==> src/rtl/dco_freq_meter_pkg.sv <==
// Shared types and constants for the DCO frequency meter and the DCO block it characterises.
package dco_pkg;

  typedef enum logic [1:0] {
    ST_IDLE = 2'd0,
    ST_GATE = 2'd1,
    ST_HOLD = 2'd2
  } meter_state_e;

  localparam int GATE_CYCLES_DEF = 1000;
  localparam int CNT_W_DEF       = 16;

  // DCO period table endpoints, shared with the DCO block
  localparam int DCO_PERIOD_MIN   = 3;
  localparam int DCO_PERIOD_MAX   = 10;
  localparam int DCO_PERIOD_CODE0 = 50;

endpackage

==> src/rtl/dco_freq_meter_if.sv <==
// Result handshake between the frequency meter (master) and the readout logic (slave).
interface dco_freq_meter_if #(
  parameter int CNT_W = 16
);
  logic [CNT_W-1:0] count_out;
  logic             count_valid;
  logic             count_ready;
  logic             overflow;
  logic             busy;

  modport master (
    output count_out,
    output count_valid,
    output overflow,
    output busy,
    input  count_ready
  );

  modport slave (
    input  count_out,
    input  count_valid,
    input  overflow,
    input  busy,
    output count_ready
  );
endinterface

==> src/rtl/dco_sync_edge.sv <==
// Multi-flop synchroniser for an asynchronous input followed by a one-cycle rising-edge pulse.
module dco_sync_edge #(
  parameter int SYNC_STAGES = 2
) (
  input  logic clk,
  input  logic rst,
  input  logic d_async,
  output logic rise_p
);

  logic [SYNC_STAGES-1:0] r_sync;
  logic                   r_edge;

  // Synchroniser chain and edge-history flop; free-running, independent of enable
  always_ff @(posedge clk) begin
    if (rst) begin
      r_sync <= '0;
      r_edge <= 1'b0;
    end else begin
      r_sync <= {r_sync[SYNC_STAGES-2:0], d_async};
      r_edge <= r_sync[SYNC_STAGES-1];
    end
  end

  assign rise_p = r_sync[SYNC_STAGES-1] & ~r_edge;

endmodule

==> src/rtl/dco_freq_meter.sv <==
// Counts synchronised DCO rising edges over a window of GATE_CYCLES enabled clk cycles and
// hands the (saturating) count to the readout logic over a valid/ready handshake.
module dco_freq_meter
  import dco_pkg::*;
#(
  parameter int GATE_CYCLES = GATE_CYCLES_DEF,
  parameter int CNT_W       = CNT_W_DEF,
  parameter int SYNC_STAGES = 2
) (
  input  logic             clk,
  input  logic             rst,
  input  logic             ena,
  input  logic             dco_in,
  input  logic             start,
  input  logic             cont,
  dco_freq_meter_if.master m_if
);

  localparam int GW = (GATE_CYCLES > 1) ? $clog2(GATE_CYCLES) : 1;
  localparam logic [GW-1:0]    GATE_LAST = GW'(GATE_CYCLES - 1);
  localparam logic [CNT_W-1:0] CNT_MAX   = {CNT_W{1'b1}};

  meter_state_e     r_state, w_state_nxt;
  logic [GW-1:0]    r_gate_cnt, w_gate_nxt;
  logic [CNT_W-1:0] r_edge_cnt, w_edge_nxt;
  logic             r_sat, w_sat_nxt;
  logic             w_load;
  logic             w_rise_p;
  logic [CNT_W-1:0] r_count_out;
  logic             r_overflow;
  logic             r_count_valid;
  logic             r_busy;

  dco_sync_edge #(.SYNC_STAGES(SYNC_STAGES)) u_sync_edge (
    .clk     (clk),
    .rst     (rst),
    .d_async (dco_in),
    .rise_p  (w_rise_p)
  );

  // Next-state, counter and result-load decisions
  always_comb begin
    w_state_nxt = r_state;
    w_gate_nxt  = r_gate_cnt;
    w_edge_nxt  = r_edge_cnt;
    w_sat_nxt   = r_sat;
    w_load      = 1'b0;
    case (r_state)
      ST_IDLE: begin
        w_gate_nxt = '0;
        w_edge_nxt = '0;
        w_sat_nxt  = 1'b0;
        if (ena && (start || cont)) begin
          w_state_nxt = ST_GATE;
        end else begin
          w_state_nxt = ST_IDLE;
        end
      end
      ST_GATE: begin
        if (ena) begin
          // An edge at full scale marks saturation instead of wrapping
          if (w_rise_p && (r_edge_cnt == CNT_MAX)) begin
            w_sat_nxt = 1'b1;
          end else if (w_rise_p) begin
            w_edge_nxt = r_edge_cnt + CNT_W'(1);
          end else begin
            w_edge_nxt = r_edge_cnt;
          end
          if (r_gate_cnt == GATE_LAST) begin
            w_state_nxt = ST_HOLD;
            w_gate_nxt  = '0;
            w_load      = 1'b1;
          end else begin
            w_gate_nxt  = r_gate_cnt + GW'(1);
          end
        end else begin
          w_state_nxt = ST_GATE;
        end
      end
      ST_HOLD: begin
        if (r_count_valid && m_if.count_ready) begin
          w_state_nxt = cont ? ST_GATE : ST_IDLE;
          w_gate_nxt  = '0;
          w_edge_nxt  = '0;
          w_sat_nxt   = 1'b0;
        end else begin
          w_state_nxt = ST_HOLD;
        end
      end
      default: begin
        w_state_nxt = ST_IDLE;
      end
    endcase
  end

  // State, counters and registered outputs
  always_ff @(posedge clk) begin
    if (rst) begin
      r_state       <= ST_IDLE;
      r_gate_cnt    <= '0;
      r_edge_cnt    <= '0;
      r_sat         <= 1'b0;
      r_count_out   <= '0;
      r_overflow    <= 1'b0;
      r_count_valid <= 1'b0;
      r_busy        <= 1'b0;
    end else begin
      r_state       <= w_state_nxt;
      r_gate_cnt    <= w_gate_nxt;
      r_edge_cnt    <= w_edge_nxt;
      r_sat         <= w_sat_nxt;
      r_count_valid <= (w_state_nxt == ST_HOLD);
      r_busy        <= (w_state_nxt != ST_IDLE);
      if (w_load) begin
        r_count_out <= w_edge_nxt;
        r_overflow  <= w_sat_nxt;
      end else begin
        r_count_out <= r_count_out;
        r_overflow  <= r_overflow;
      end
    end
  end

  assign m_if.count_out   = r_count_out;
  assign m_if.overflow    = r_overflow;
  assign m_if.count_valid = r_count_valid;
  assign m_if.busy        = r_busy;

endmodule

==> src/flat_wrapper.sv <==
// flat-port wrapper written by rule: the top's interface ports become plain ports
module dco_freq_meter_flat import dco_pkg::*;
#(
  parameter int GATE_CYCLES = GATE_CYCLES_DEF,
  parameter int CNT_W       = CNT_W_DEF,
  parameter int SYNC_STAGES = 2
)
  (clk, rst, ena, dco_in, start, cont, m_if_count_out, m_if_count_valid, m_if_overflow, m_if_busy, m_if_count_ready);
  dco_freq_meter_if #(.CNT_W(CNT_W)) m_if_i ();
  input  logic clk;
  input  logic rst;
  input  logic ena;
  input  logic dco_in;
  input  logic start;
  input  logic cont;
  output wire logic [$bits(m_if_i.count_out)-1:0] m_if_count_out;
  output wire logic [$bits(m_if_i.count_valid)-1:0] m_if_count_valid;
  output wire logic [$bits(m_if_i.overflow)-1:0] m_if_overflow;
  output wire logic [$bits(m_if_i.busy)-1:0] m_if_busy;
  input wire logic [$bits(m_if_i.count_ready)-1:0] m_if_count_ready;
  assign m_if_count_out = m_if_i.count_out;
  assign m_if_count_valid = m_if_i.count_valid;
  assign m_if_overflow = m_if_i.overflow;
  assign m_if_busy = m_if_i.busy;
  assign m_if_i.count_ready = m_if_count_ready;
  dco_freq_meter #(.GATE_CYCLES(GATE_CYCLES), .CNT_W(CNT_W), .SYNC_STAGES(SYNC_STAGES)) u_core (.clk(clk), .rst(rst), .ena(ena), .dco_in(dco_in), .start(start), .cont(cont), .m_if(m_if_i));
endmodule
==> config.mk <==
export PLATFORM = sky130hd
export DESIGN_NAME = dco_freq_meter_flat
export DESIGN_NICKNAME = d
export VERILOG_FILES = /design/src/rtl/dco_freq_meter_pkg.sv /design/src/rtl/dco_freq_meter_if.sv /design/src/rtl/dco_sync_edge.sv /design/src/rtl/dco_freq_meter.sv /design/src/flat_wrapper.sv
export SDC_FILE = /design/constraint.sdc
export NUM_CORES = 1
export LEC_CHECK = 0
export CELL_PAD_IN_SITES_DETAIL_PLACEMENT = 0
export CELL_PAD_IN_SITES_GLOBAL_PLACEMENT = 1
export CORE_MARGIN = 3
export CORE_UTILIZATION = 44
export CTS_BUF_LIST = sky130_fd_sc_hd__clkbuf_2 sky130_fd_sc_hd__clkbuf_4 sky130_fd_sc_hd__clkbuf_8
export DETAILED_ROUTE_END_ITERATION = 7
export MAX_ROUTING_LAYER = met4
export PLACE_DENSITY_LB_ADDON = 0.1
export SLEW_MARGIN = 40
export SYNTH_ARGS = -nofsm -noshare
export SYNTH_HDL_FRONTEND = slang
export SYNTH_HIERARCHICAL = 1
export SYNTH_SLANG_ARGS = --single-unit
==> constraint.sdc <==
create_clock -name clk -period 2.9 [get_ports clk]
set_input_delay 0.58 -clock clk [delete_from_list [all_inputs] [get_ports clk]]
set_output_delay 0.58 -clock clk [all_outputs]
set_load 0.02 [all_outputs]
==> results summary <==
The TritonCTS sink count came out at 51. The die width came out at 82.3 µm. The largest single stage delay on the critical path is 550 ps. By area the synthesized netlist is led by sky130_fd_sc_hd__dfxtp_1, sky130_fd_sc_hd__nor2_1, sky130_fd_sc_hd__a211oi_1. The area share of the largest cell type after synthesis is 39.8%. The total inserted antenna cells came out at 0. The count of filler cells inserted in the layout came out at 557. Setup repair after global routing left no endpoint under its margin.

The initialized floorplan defines 27 standard-cell rows. The number of global-route vias before repair came out at 2094. The initial antenna violation count came out at 0. The endpoint identified for the worst register-to-register timing path is u_core/m_if.count_out[12]. The remaining routing DRC violations is 0. The post-synthesis to final-layout area growth came out at 18.1%. At the worst endpoint, the arrival time is 2590 ps. The buffer type at the clock tree root is sky130_fd_sc_hd__clkbuf_8. The clock passes through at most 2 buffers.

The number of detailed-route iterations in the first pass is 4. The total placed cells including tap cells came out at 398. The launching point of the worst reg2reg path is u_core/r_edge_cnt[0].

The gate family responsible for the most delay along the worst path is simple AND/OR/NAND/NOR gates. The clock slew at the register clock pins of the worst setup and hold paths is 90 ps. The power dissipated by switching net loads came out at 279 µW. The path depth of the worst reg2reg path came out at 6. Dividing the final minimum period by the clock period gives 81.4%. The critical path is of the input port to register type. The count of nets left with antenna violations once routing finished came out at 0. The final worst clock skew came out at 3.82 ps. The routed length per placed instance came out at 15.1 µm. The number of buffers inserted for hold repair after clock tree synthesis is 0.

The largest total area in the synthesized netlist belongs to sky130_fd_sc_hd__dfxtp_1. Among the stages of the critical path, the cell type that occurs most often is sky130_fd_sc_hd__or4_4. The path with the worst hold slack has its endpoint at u_core/u_sync_edge/r_sync[1]. The number of nets in the layout is 342.

In this run the power density over the cells is 422 nW/µm². For this run the aggregate overflow at the end of global routing stands at 0. After layout, the minimum clock period comes to 2360 ps. The first routing iteration left 135 violations. The average instance area after synthesis is 8.38 µm². The number of non-filler instances in the completed layout is 405. CTS built an H-tree with a depth of 2. The count of buffers added on input and output ports is 25. The wire-length estimate of the detail-placed layout is 4.36 mm. Measured against its own limit, the worst slew margin works out to 55.5%. The class of the tightest hold or removal check is register to register. Buffers added to address setup during post-CTS repair amount to 0. Once the floorplan was initialized, standard cells occupied 46.0% of the core. The run finished with clean final reports. The number of flip-flops and latches in the synthesized netlist is 51. The wire length of the first global-routing pass is 10.0 mm. The aggregate routed wire length came out at 6.12 mm. The startpoint of the tightest hold check path is u_core/u_sync_edge/r_sync[0]. The global routing stage identified its most utilized layer as met2. The die covers 6780 µm².

The setup slack on the worst flop-to-flop path is 610 ps. The final weighted congestion in routability-driven placement is 0.898. The sequential share of the synthesized area came out at 39.8%. The clock buffer count from CTS came out at 5. The worst setup path is captured at a register. The overall die height came out at 82.3 µm. The count of cell types in the netlist is 55. The total number of vias came out at 2303.

The cell depth of the worst hold path came out at 1. The largest net degree at the start of global routing came out at 26. The warning count from the yosys run came out at 6. In the synthesized netlist, the number of instances is 306. The cell area that synthesis handed to floorplanning was 2560 µm². The area inside the core boundary is 5570 µm².

The maximum vdd drop is 0.000292 V. The highest net fanout along the worst path came out at 5. The number of hold-slack violations in the final timing report came out at 0. The critical path buffer and inverter count is 1. The required time reported for the critical path endpoint is 3130 ps. After synthesis, the share of flip-flops with an asynchronous set or reset is 0%. The routing usage on met2 is 30.9%. The highest-delay cell along the critical path is sky130_fd_sc_hd__or4_4.

Setup violations remaining at the end of the flow were counted as 0. The part of the power in combinational logic came out at 6.0%. Across every metal layer, demand over resource in global routing totals 19.7%. The clock latency on the worst-skew pair is 300 ps. The clock tree from TritonCTS is yes. The total negative setup slack is 0 ps. The number of resized instances in the post-cts repair step came out at 0. For met1 alone, demand over resource in global routing was 25.3%. The leakage power total is 0.000985 µW. The count of pins on the block boundary came out at 26. The clock network fraction of total power is 38.3%.

The average vias per placed instance is 5.69. The count of maximum capacitance violations came out at 0. The proportion of layout cells with a drive suffix above 1 came out at 8.71%. The dominant register cell in the synthesized netlist is sky130_fd_sc_hd__dfxtp_1.

The net count after synthesis came out at 315. The transition time of the tightest slew-check pin is 660 ps. The number of enable flip-flop cells after synthesis is 0.

For this run, the top clock speed supported by timing is 424 MHz. In this run switching power makes up 21.8% of total power. Cell internal power was estimated by the tool at 999 µW. For this run, global-route usage on met3 was measured as 3.80%. The portion of total power attributed to sequential cells came out at 55.6%.

The critical path goes through clkdlybuf4s50_1, nand2_2, or4_4, or4_4, xor2_1, a211oi_2. The final count of pins violating max slew is 0. The kind of start point of the critical path is an input port.
logic make-up (layout without fill, tap and decap cells):
family / after synthesis / in the layout / synth area share [%]
AND/OR/NAND/NOR: 141 / 141 / 29.8
adder cells (fa/ha/maj): 2 / 2 / 0.976
XOR/XNOR: 15 / 15 / 5.12
buffers and inverters: 20 / 47 / 2.98
AO/OA/AOI/OAI: 70 / 70 / 18.5
multiplexers: 7 / 7 / 2.78
flip-flops: 51 / 51 / 39.8
synth_stat cells (2+ instances only):
cell type / number
sky130_fd_sc_hd__a21o_1: 2
sky130_fd_sc_hd__nand3b_1: 4
sky130_fd_sc_hd__nand4_1: 7
sky130_fd_sc_hd__nor3b_1: 2
sky130_fd_sc_hd__o21ai_0: 12
sky130_fd_sc_hd__and4_1: 2
sky130_fd_sc_hd__nand4b_1: 3
sky130_fd_sc_hd__or3_1: 5
sky130_fd_sc_hd__a21oi_1: 18
sky130_fd_sc_hd__nor2b_1: 6
sky130_fd_sc_hd__dfxtp_1: 51
sky130_fd_sc_hd__or4_4: 2
sky130_fd_sc_hd__and3_1: 5
sky130_fd_sc_hd__xnor2_1: 8
sky130_fd_sc_hd__mux2i_1: 6
sky130_fd_sc_hd__o22ai_1: 4
sky130_fd_sc_hd__inv_1: 5
sky130_fd_sc_hd__o21bai_1: 2
sky130_fd_sc_hd__clkbuf_1: 13
sky130_fd_sc_hd__ha_1: 2
sky130_fd_sc_hd__nor3_1: 11
sky130_fd_sc_hd__o211ai_1: 6
sky130_fd_sc_hd__o41ai_1: 2
sky130_fd_sc_hd__nor2_1: 39
sky130_fd_sc_hd__nand2_1: 22
sky130_fd_sc_hd__nand2b_1: 6
sky130_fd_sc_hd__nor4_1: 4
sky130_fd_sc_hd__a211oi_1: 13
sky130_fd_sc_hd__xor2_1: 7
sky130_fd_sc_hd__nand3_1: 12
area by class of cell:
type	count	area, µm²	share of cell area [%]
well taps	72	90.1	2.98
clock inverters	1	30.0	0.992
clock buffers	6	76.3	2.52
inverters	5	18.8	0.620
multi-input cells	235	1470	48.4
flip-flops and latches	51	1020	33.7
repair buffers	35	325	10.7
registers in the layout, summed over array words and instances, names as in the netlist:
name / flops
u_core/r_sat: 1
u_core/m_if.overflow: 1
u_core/r_edge_cnt: 16
u_core/r_state: 2
u_core/r_gate_cnt: 10
u_core/m_if.busy: 1
u_core/m_if.count_out: 16
u_core/u_sync_edge/r_sync: 2
u_core/u_sync_edge/r_edge: 1
u_core/m_if.count_valid: 1
metal layers:
metal,wire length (µm),share of wire (%)
met5,0,0
met4,76,1.2
met3,218,3.6
met2,2830,46
met1,3000,49
cell usage in the layout (no fill, tap or decap), types with 10 or more instances in the layout:
cell / n
sky130_fd_sc_hd__dfxtp_1: 51
sky130_fd_sc_hd__nand3_1: 12
sky130_fd_sc_hd__nor2_1: 39
sky130_fd_sc_hd__buf_4: 10
sky130_fd_sc_hd__a21oi_1: 18
sky130_fd_sc_hd__nor3_1: 11
sky130_fd_sc_hd__o21ai_0: 12
sky130_fd_sc_hd__a211oi_1: 13
sky130_fd_sc_hd__nand2_1: 22
sky130_fd_sc_hd__clkdlybuf4s50_1: 25
worst register-to-register path: stages (launching register included):
cell	delay (ps)
sky130_fd_sc_hd__dfxtp_1	430
sky130_fd_sc_hd__ha_1	200
sky130_fd_sc_hd__inv_1	110
sky130_fd_sc_hd__or4_4	590
sky130_fd_sc_hd__or4_4	510
sky130_fd_sc_hd__xor2_1	160
sky130_fd_sc_hd__a211oi_2	210
power by group through the flow:
stage	logic [µW]	clock network (µW)	registers [µW]
final	77.3	490	710
after global routing	85.2	530	712
after CTS	77.3	508	710
after detailed placement	77.2	0	727
after global placement	77.0	0	727
after floorplan	44.9	0	727
stage by stage:
step | hold slack, ps | util (%) | instance area [µm²] | setup slack (ps) | total power, µW
final | 442 | 54.3 | 3030 | 541 | 1280
after detailed placement | 427 | 52.4 | 2920 | 236 | 804
after CTS | 449 | 54.3 | 3030 | 548 | 1300
after global routing | 462 | 54.3 | 3030 | 463 | 1330
after floorplan | 414 | - | 2560 | 760 | 772
after global placement | 417 | 52.4 | 2920 | 239 | 804
worst max path at each step:
stage          startpoint                        end  depth (start not counted)
4_1_cts               ena  u_core/m_if.count_out[12]                          6
3_3_place_gp          ena  u_core/m_if.count_out[12]                          6
5_1_grt               ena  u_core/m_if.count_out[12]                          6
3_5_place_dp          ena  u_core/m_if.count_out[12]                          6
6_report              ena  u_core/m_if.count_out[12]                          6
2_1_floorplan         ena  u_core/m_if.count_out[12]                          5
(Power assumes the default switching activity.)
